File: config.mk
export PLATFORM = sky130hd
export DESIGN_NAME = wb_stage
export DESIGN_NICKNAME = d
export VERILOG_FILES = /design/src/rtl/wb_pkg.sv /design/src/rtl/wb_fifo.sv /design/src/rtl/wb_stage.sv
export SDC_FILE = /design/constraint.sdc
export NUM_CORES = 1
export LEC_CHECK = 0
export BUFFER_PORTS_ARGS = -buffer_cell sky130_fd_sc_hd__clkbuf_2
export CAP_MARGIN = 20
export CORE_ASPECT_RATIO = 0.5
export CORE_MARGIN = 8
export CORE_UTILIZATION = 42
export CTS_CLUSTER_SIZE = 8
export DETAILED_ROUTE_END_ITERATION = 10
export HOLD_SLACK_MARGIN = 0.1
export PLACE_DENSITY = 0.76
export SLEW_MARGIN = 20
export SYNTH_ARGS = -nofsm -noshare
export SYNTH_HDL_FRONTEND = slang
export SYNTH_SLANG_ARGS = --single-unit
File: constraint.sdc
create_clock -name clk -period 2.8 [get_ports clk]
set_input_delay 0.14 -clock clk [delete_from_list [all_inputs] [get_ports clk]]
set_output_delay 0.14 -clock clk [all_outputs]
set_load 0.01 [all_outputs]
File: src/rtl/wb_pkg.sv
// Shared types and constants for the writeback stage.
package wb_pkg;
  localparam int WB_DEPTH = 2;

  typedef struct packed {
    logic [4:0]  rd;
    logic [31:0] data;
  } wb_entry_t;
endpackage

File: src/rtl/wb_fifo.sv
// Two-entry result FIFO: registered head/tail pointers and a 0..2 occupancy count.
module wb_fifo
  import wb_pkg::*;
(
  input  logic       clk,
  input  logic       rst,
  input  logic       push_i,
  input  wb_entry_t  push_data_i,
  input  logic       pop_i,
  output logic [1:0] count_o,
  output wb_entry_t  head_o
);
  wb_entry_t  mem_q [WB_DEPTH];
  logic       head_q, tail_q;
  logic [1:0] count_q;

  // One-bit pointers wrap 1->0 on increment.
  always_ff @(posedge clk) begin
    if (rst) begin
      head_q  <= 1'b0;
      tail_q  <= 1'b0;
      count_q <= 2'd0;
    end else begin
      if (push_i) tail_q <= tail_q + 1'b1;
      if (pop_i)  head_q <= head_q + 1'b1;
      unique case ({push_i, pop_i})
        2'b10:   count_q <= count_q + 2'd1;
        2'b01:   count_q <= count_q - 2'd1;
        default: count_q <= count_q;
      endcase
    end
  end

  always_ff @(posedge clk) begin
    if (push_i) mem_q[tail_q] <= push_data_i;
  end

  assign count_o = count_q;
  assign head_o  = mem_q[head_q];
endmodule

File: src/rtl/wb_stage.sv
// Writeback stage: LSU-priority arbitration, 2-deep queue, registered RF write port.
// Optional WB_BYPASS_EN forwards the in-flight write to the rs1/rs2 operand paths.
module wb_stage
  import wb_pkg::*;
(
  input  logic        clk,
  input  logic        rst,
  input  logic        alu_valid,
  output logic        alu_ready,
  input  logic [4:0]  alu_rd,
  input  logic [31:0] alu_data,
  input  logic        lsu_valid,
  output logic        lsu_ready,
  input  logic [4:0]  lsu_rd,
  input  logic [31:0] lsu_data,
  input  logic        hold,
  output logic [4:0]  rd,
  output logic [31:0] rd_d,
  output logic        wr,
  output logic        busy,
  input  logic [4:0]  rs1,
  input  logic [4:0]  rs2,
  input  logic [31:0] rs1_rf,
  input  logic [31:0] rs2_rf,
  output logic [31:0] rs1_fwd,
  output logic [31:0] rs2_fwd
);
  logic [1:0]  count;
  wb_entry_t   head, in_e;
  logic        lsu_push, alu_push, push, pop, thru, fifo_push;
  logic        wr_q;
  logic [4:0]  rd_q;
  logic [31:0] data_q;

  // Full means not ready, even if the head drains this same cycle.
  assign lsu_ready = !rst && (count < 2'(WB_DEPTH));
  assign alu_ready = lsu_ready && !lsu_valid;
  assign lsu_push  = lsu_valid && lsu_ready;
  assign alu_push  = alu_valid && alu_ready;
  assign push      = lsu_push || alu_push;
  assign in_e      = lsu_push ? wb_entry_t'{rd: lsu_rd, data: lsu_data}
                              : wb_entry_t'{rd: alu_rd, data: alu_data};

  assign pop       = !hold && (count != 2'd0);
  assign thru      = !hold && (count == 2'd0) && push;
  assign fifo_push = push && !thru;

  wb_fifo u_fifo (
    .clk         (clk),
    .rst         (rst),
    .push_i      (fifo_push),
    .push_data_i (in_e),
    .pop_i       (pop),
    .count_o     (count),
    .head_o      (head)
  );

  // rd==0 entries are consumed but never raise the write enable.
  always_ff @(posedge clk) begin
    if (rst) begin
      wr_q   <= 1'b0;
      rd_q   <= 5'd0;
      data_q <= 32'd0;
    end else begin
      wr_q <= 1'b0;
      if (pop) begin
        rd_q   <= head.rd;
        data_q <= head.data;
        wr_q   <= (head.rd != 5'd0);
      end else if (thru) begin
        rd_q   <= in_e.rd;
        data_q <= in_e.data;
        wr_q   <= (in_e.rd != 5'd0);
      end
    end
  end

  assign wr   = wr_q;
  assign rd   = rd_q;
  assign rd_d = data_q;
  assign busy = (count != 2'd0) || wr_q;

`ifdef WB_BYPASS_EN
  assign rs1_fwd = (wr_q && (rd_q == rs1) && (rs1 != 5'd0)) ? data_q : rs1_rf;
  assign rs2_fwd = (wr_q && (rd_q == rs2) && (rs2 != 5'd0)) ? data_q : rs2_rf;
`else
  assign rs1_fwd = rs1_rf;
  assign rs2_fwd = rs2_rf;
`endif
endmodule

---- Word level (Yosys, flattened, before mapping) ----
Memories as Yosys holds them, arrays and structs flattened. A register that Yosys moved wholly into a read port is not among the register bits.
Index checks and enable logic that the tools add are counted.
Widths: inputs -> output; s select.
cells by class
  add/sub/neg operators ................... 4
  $mul .................................... 0
  divide/modulo/power cells ............... 0
  order comparisons ....................... 1
  eq/ne operators ......................... 2
  shifts and indexed selects .............. 0
  muxes and demuxes ....................... 12
  bitwise gates (word level) .............. 0
  reductions and logical operators ........ 20
operator list
  cell                 count
  $mux 32              2
  $mux 37              1
  $mux 5               2
  $reduce_bool 5->1    2
  $logic_and 1x1->1    8
  $mux 1               6
  $reduce_bool 2->1    3
  $logic_not 1->1      4
  $pmux 2 s2           1
  $add 1x1->1 const B  2
  $add 2x1->2 const B  1
  $eq 2x1->1 const B   1
  $eq 2x2->1 const B   1
  $logic_not 2->1      1
  $logic_or 1x1->1     2
  $lt 2x2->1 const B   1
  $sub 2x1->2 const B  1
storage, ports and cells
  register bits ........................... 42
  bits in latches ......................... 0
  RAM bits ................................ 74
  memory bits (read-only) ................. 0
  input bits .............................. 153
  memories ................................ 1
memory list
  name          depth  width  read ports  clocked after Yosys merged registers in  wr ports  line           text
  u_fifo.mem_q  2      37     1           1                                        1         wb_fifo.sv:13  wb_entry_t mem_q [WB_DEPTH];

---- Logic depth before layout (Yosys ltp) ----
  word-level depth ........................ 10
  depth in mapped cells ................... 7
  depth with buffers taken out ............ 6

---- By module ----
From an unflattened synthesis, not the netlist that was laid out.
second synthesis, totals
  cell total of the unflattened synthesis .. 461
  area total of the unflattened synthesis .. 5,562.8 µm²
modules (own cells, without submodules)
  module    instances  cells each  area each (µm²)
  wb_fifo   1          135         2,870.3
  wb_stage  1          326         2,692.6

---- Worst setup path before layout ----
No wires, ideal clock.
  kind .................................... reg-to-reg
  start point ............................. reg u_fifo.count_q[1] (netlist: u_fifo.count_o[1])
  end point ............................... mem u_fifo.mem_q[0][0] in the netlist's numbering (enable)
  arrival time ............................ 2.428 ns
  required time ........................... 2.369 ns
  slack ................................... -0.059 ns
  stages on the path, launching flop included .. 4
  path buffers ............................ 0
  clock period less this slack ............ 2.859 ns
  cells stage by stage .................... dfxtp_1 nor2_1 o211ai_1 nor2_1
on the way
  cells in the longest elaborated chain, start to end .. 10
RTL lines
  item                            line            text
  start, declared                 wb_fifo.sv:15   logic [1:0] count_q;
  start signal, assigned          wb_fifo.sv:27   2'b10: count_q <= count_q + 2'd1;
  start signal, assigned          wb_fifo.sv:28   2'b01: count_q <= count_q - 2'd1;
  start signal, assigned          wb_fifo.sv:29   default: count_q <= count_q;
  $lt 2x2->1 *                    wb_stage.sv:36  assign lsu_ready = !rst && (count < 2'(WB_DEPTH));
  $logic_and 1x1->1 *             wb_stage.sv:36
  net lsu_ready                   wb_stage.sv:13  output logic lsu_ready,
  $logic_and 1x1->1               wb_stage.sv:37  assign alu_ready = lsu_ready && !lsu_valid;
  $logic_and 1x1->1               wb_stage.sv:39  assign alu_push = alu_valid && alu_ready;
  $logic_or 1x1->1 *              wb_stage.sv:40  assign push = lsu_push || alu_push;
  $logic_and 1x1->1               wb_stage.sv:45  assign thru = !hold && (count == 2'd0) && push;
  $logic_not 1->1                 wb_stage.sv:46  assign fifo_push = push && !thru;
  $logic_and 1x1->1 *             wb_stage.sv:46
  $mux 1 *                        wb_fifo.sv:35   if (push_i) mem_q[tail_q] <= push_data_i;
  $mux 1 (not written as such) *  wb_fifo.sv:35
  end, declared                   wb_fifo.sv:13
The timed path passes the listed nets; every way through them passes the cells marked *.

==> impl_metrics.sql <==
INSERT INTO impl_metrics (metric_group, metric, value, unit) VALUES
('placement', 'dp_hpwl', '8600', 'um'),
('grt', 'grt_first_pass_wirelength', '22200', 'um'),
('synth', 'yosys-mux-area-fraction', '15.8', '%'),
('routing', 'detailroute.via_count', '3941', ''),
('power_and_ir_drop', 'power_per_standard_cell_area', '862', 'nW/um2'),
('worst_setup_path', 'worstSetupPathType', 'reg -> reg', ''),
('synth', 'synth_seq_cells', '117', ''),
('worst_setup_path', 'critPathCaptureType', 'register', ''),
('run', 'drv.max_cap_violation_count', '0', ''),
('grt', 'grt_start_max_net_pins', '39', ''),
('grt', 'global_route.overflow_total', '0', ''),
('worst_setup_path', 'regToRegSetupSlack', '0.44', 'ns'),
('synth', 'postSynthCellCount', '463', ''),
('cells_and_area', 'synthToLayoutAreaGrowth', '28.0', '%'),
('run_status', 'run_status', 'finished, final reports clean', ''),
('cts', 'cts_buffer_depth', '2', ''),
('worst_setup_path', 'r2r.worst_path.cells', '4', ''),
('synth', 'yosys_warnings', '0', ''),
('timing', 'finalSetupViolations', '0', ''),
('routing', 'count_of_antenna_violating_nets_left_after_detailed_routing', '0', ''),
('synth', 'synth_top_cells_by_area', 'edfxtp_1 40%, dfxtp_1 16%, buf_4 8.9%', ''),
('cts', 'cts-htree-levels', '4', ''),
('routing', 'detail_route.drc_violations', '0', ''),
('timing', 'drv_slew', '0', ''),
('floorplan', 'initial_utilization', '43.2', '%'),
('timing', 'hold-worst-slack', '0.100', 'ns'),
('worst_setup_path', 'critical_path_required', '2.94', 'ns'),
('timing', 'worst-slew-pin-transition', '0.708', 'ns'),
('timing', 'hold_violations', '0', ''),
('floorplan', 'fp-row-count', '29', ''),
('routing', 'dr.pass1.iters', '4', ''),
('timing', 'skew', '0.00777', 'ns'),
('cells_and_area', 'final_cell_mix', '119 x clkbuf_2, 74 x edfxtp_1, 59 x dlygate4sd3_1', ''),
('timing', 'max_clock_freq', '0.424', 'GHz'),
('worst_setup_path', 'crit-reg2reg-launch', 'u_fifo.count_o[1]', ''),
('synth', 'post-synth-top-area-fraction', '40.4', '%'),
('floorplan', 'placeableCoreArea', '12700', 'um2'),
('timing', 'timing.final.crit_share', '84.2', '%'),
('synth', 'number_of_distinct_library_cells_after_synthesis', '29', ''),
('timing', 'maxSlewHeadroom', '52.8', '%'),
('timing', 'finalWorstPathRequiredPeriod', '2.36', 'ns'),
('grt', 'grt_util_all_layers', '16.2', '%'),
('cells_and_area', 'insertedDiodeCount', '0', ''),
('floorplan', 'die-height', '96.9', 'um'),
('cells_and_area', 'fin_nets', '732', ''),
('cells_and_area', 'final_layout_size_suffix_gt1_share', '34.9', '%'),
('synth', 'synth-xor-area-share', '0.637', '%'),
('worst_setup_path', 'worst-endpoint-arrival', '2.50', 'ns'),
('worst_setup_path', 'critPathLaunch', 'u_fifo.count_o[1]', ''),
('routing', 'avgRoutedWirePerCell', '18.5', 'um'),
('cells_and_area', 'finish.utilization', '55.3', '%'),
('synth', 'avgSynthCellArea', '11.9', 'um2'),
('synth', 'synth_simple_gate_area_share', '6.90', '%'),
('synth', 'synth_fp_nets', '617', ''),
('placement', 'gp_congestion', '0.754', ''),
('worst_setup_path', 'worst_setup_path_start_kind', 'register', ''),
('floorplan', 'die_x_extent', '178', 'um'),
('worst_setup_path', 'critical_path.endpoint', 'u_fifo.mem_q[0][0]', ''),
('synth', 'synth_compound_area_share', '8.74', '%'),
('cts', 'clk_latency', '0.40', 'ns'),
('routing', 'initialDrtViolationCount', '205', ''),
('routing', 'drt_wl_total', '14100', 'um'),
('cts', 'tritoncts_num_sinks', '117', ''),
('grt', 'antenna_found_initial', '0', ''),
('cells_and_area', 'most_common_cell_after_layout_fill_and_taps_aside', 'clkbuf_2', ''),
('timing', 'unrepaired_setup_endpoints_after_global_routing', 'false', ''),
('synth', 'mappedNetlistArea', '5500', 'um2'),
('cts', 'tritoncts', 'built', ''),
('cts', 'post_cts.repair.setup_buffers', '0', ''),
('power_and_ir_drop', 'vdd_ir_drop_max', '0.517', 'mV'),
('placement', 'io_buffer_count', '119', '');
how the worst min path moves through the flow:
stage / start / endpoint
6_report: lsu_data[3] / u_fifo.mem_q[1][3]
5_1_grt: lsu_data[14] / u_fifo.mem_q[1][14]
4_1_cts: lsu_data[3] / u_fifo.mem_q[0][3]
3_5_place_dp: rs1_rf[0] / rs1_fwd[0]
3_3_place_gp: rs1_rf[0] / rs1_fwd[0]
2_1_floorplan: lsu_valid / alu_ready
report_power, final:
group          internal, W  leakage, nW  switching, W
clock              0.00144        0.280      0.000756
combinational     0.000701         1.39      0.000818
sequential         0.00215         1.03      0.000195
total              0.00430         2.70       0.00177
layout make-up:
| class | count | area, um2 |
|---|---|---|
| sequential | 117 | 3080 |
| tap | 170 | 213 |
| clock inverter | 12 | 154 |
| clock buffer | 20 | 457 |
| multi-input combinational | 251 | 1800 |
| timing repair buffer | 189 | 1320 |
| inverter | 2 | 7.51 |
| fill | 955 | 5700 |
sequential cells by signal, indices dropped and copies added (netlist names), named ones only:
register / flops
rd: 5
rd_d: 32
u_fifo.count_o: 2
u_fifo.head_q: 1
u_fifo.mem_q: 74
u_fifo.tail_q: 1
wr: 1
critical path, stage by stage, from the launching register on:
cell	delay (ns)
dfxtp_1	0.43
nor3b_4	0.28
buf_4	0.39
mux2_2	0.41
dlygate4sd3_1	0.58
cells in the mapped netlist:
master,n
ha_1,1
buf_2,12
edfxtp_1,74
o21ai_0,1
nand2_1,37
clkbuf_1,13
a21oi_1,38
xnor2_1,2
mux2_4,19
buf_6,3
nor3_1,1
or3_1,2
buf_4,65
dfxtp_1,43
mux2i_1,38
nor2_1,44
or2_2,1
xor2_1,2
inv_1,2
mux2_2,18
nor4_4,1
a41o_1,1
o211ai_1,1
a31oi_1,38
nand3_1,1
a21boi_4,1
nor3b_2,1
o21bai_2,1
nor4_1,2
logic make-up after synthesis:
kind of cell / Yosys count
fa+ha+maj: 1
buf+inv: 95
xor+xnor: 4
flops: 117
simple gates: 90
compound gates: 81
mux: 75
layer usage:
metal  global-route usage, %  vias up  share of wire [%]
met5                       0        -                  0
met4                    8.22        0                3.0
met3                    4.38       58                6.0
met2                    28.7      158                 52
met1                    17.7     1890                 39
li1                        -     1835                  -
through the flow:
step                      instance area, um2  setup slack [ns]  total power (W)  instances
after floorplan                         5500           -0.0594          0.00334        463
after global placement                  5840             0.737          0.00373        670
after detailed placement                5840             0.634          0.00377        670
after global routing                    7040             0.334          0.00633        761
final                                   7040             0.441          0.00607        761
after CTS                               7020             0.419          0.00607        759
timing repair:
item                                    in CTS  in global routing
hold buffers                                57                  2
endpoints found under the setup margin       0                  0
hold endpoints to repair                    59                  2
Power figures use the tool's default switching activity.
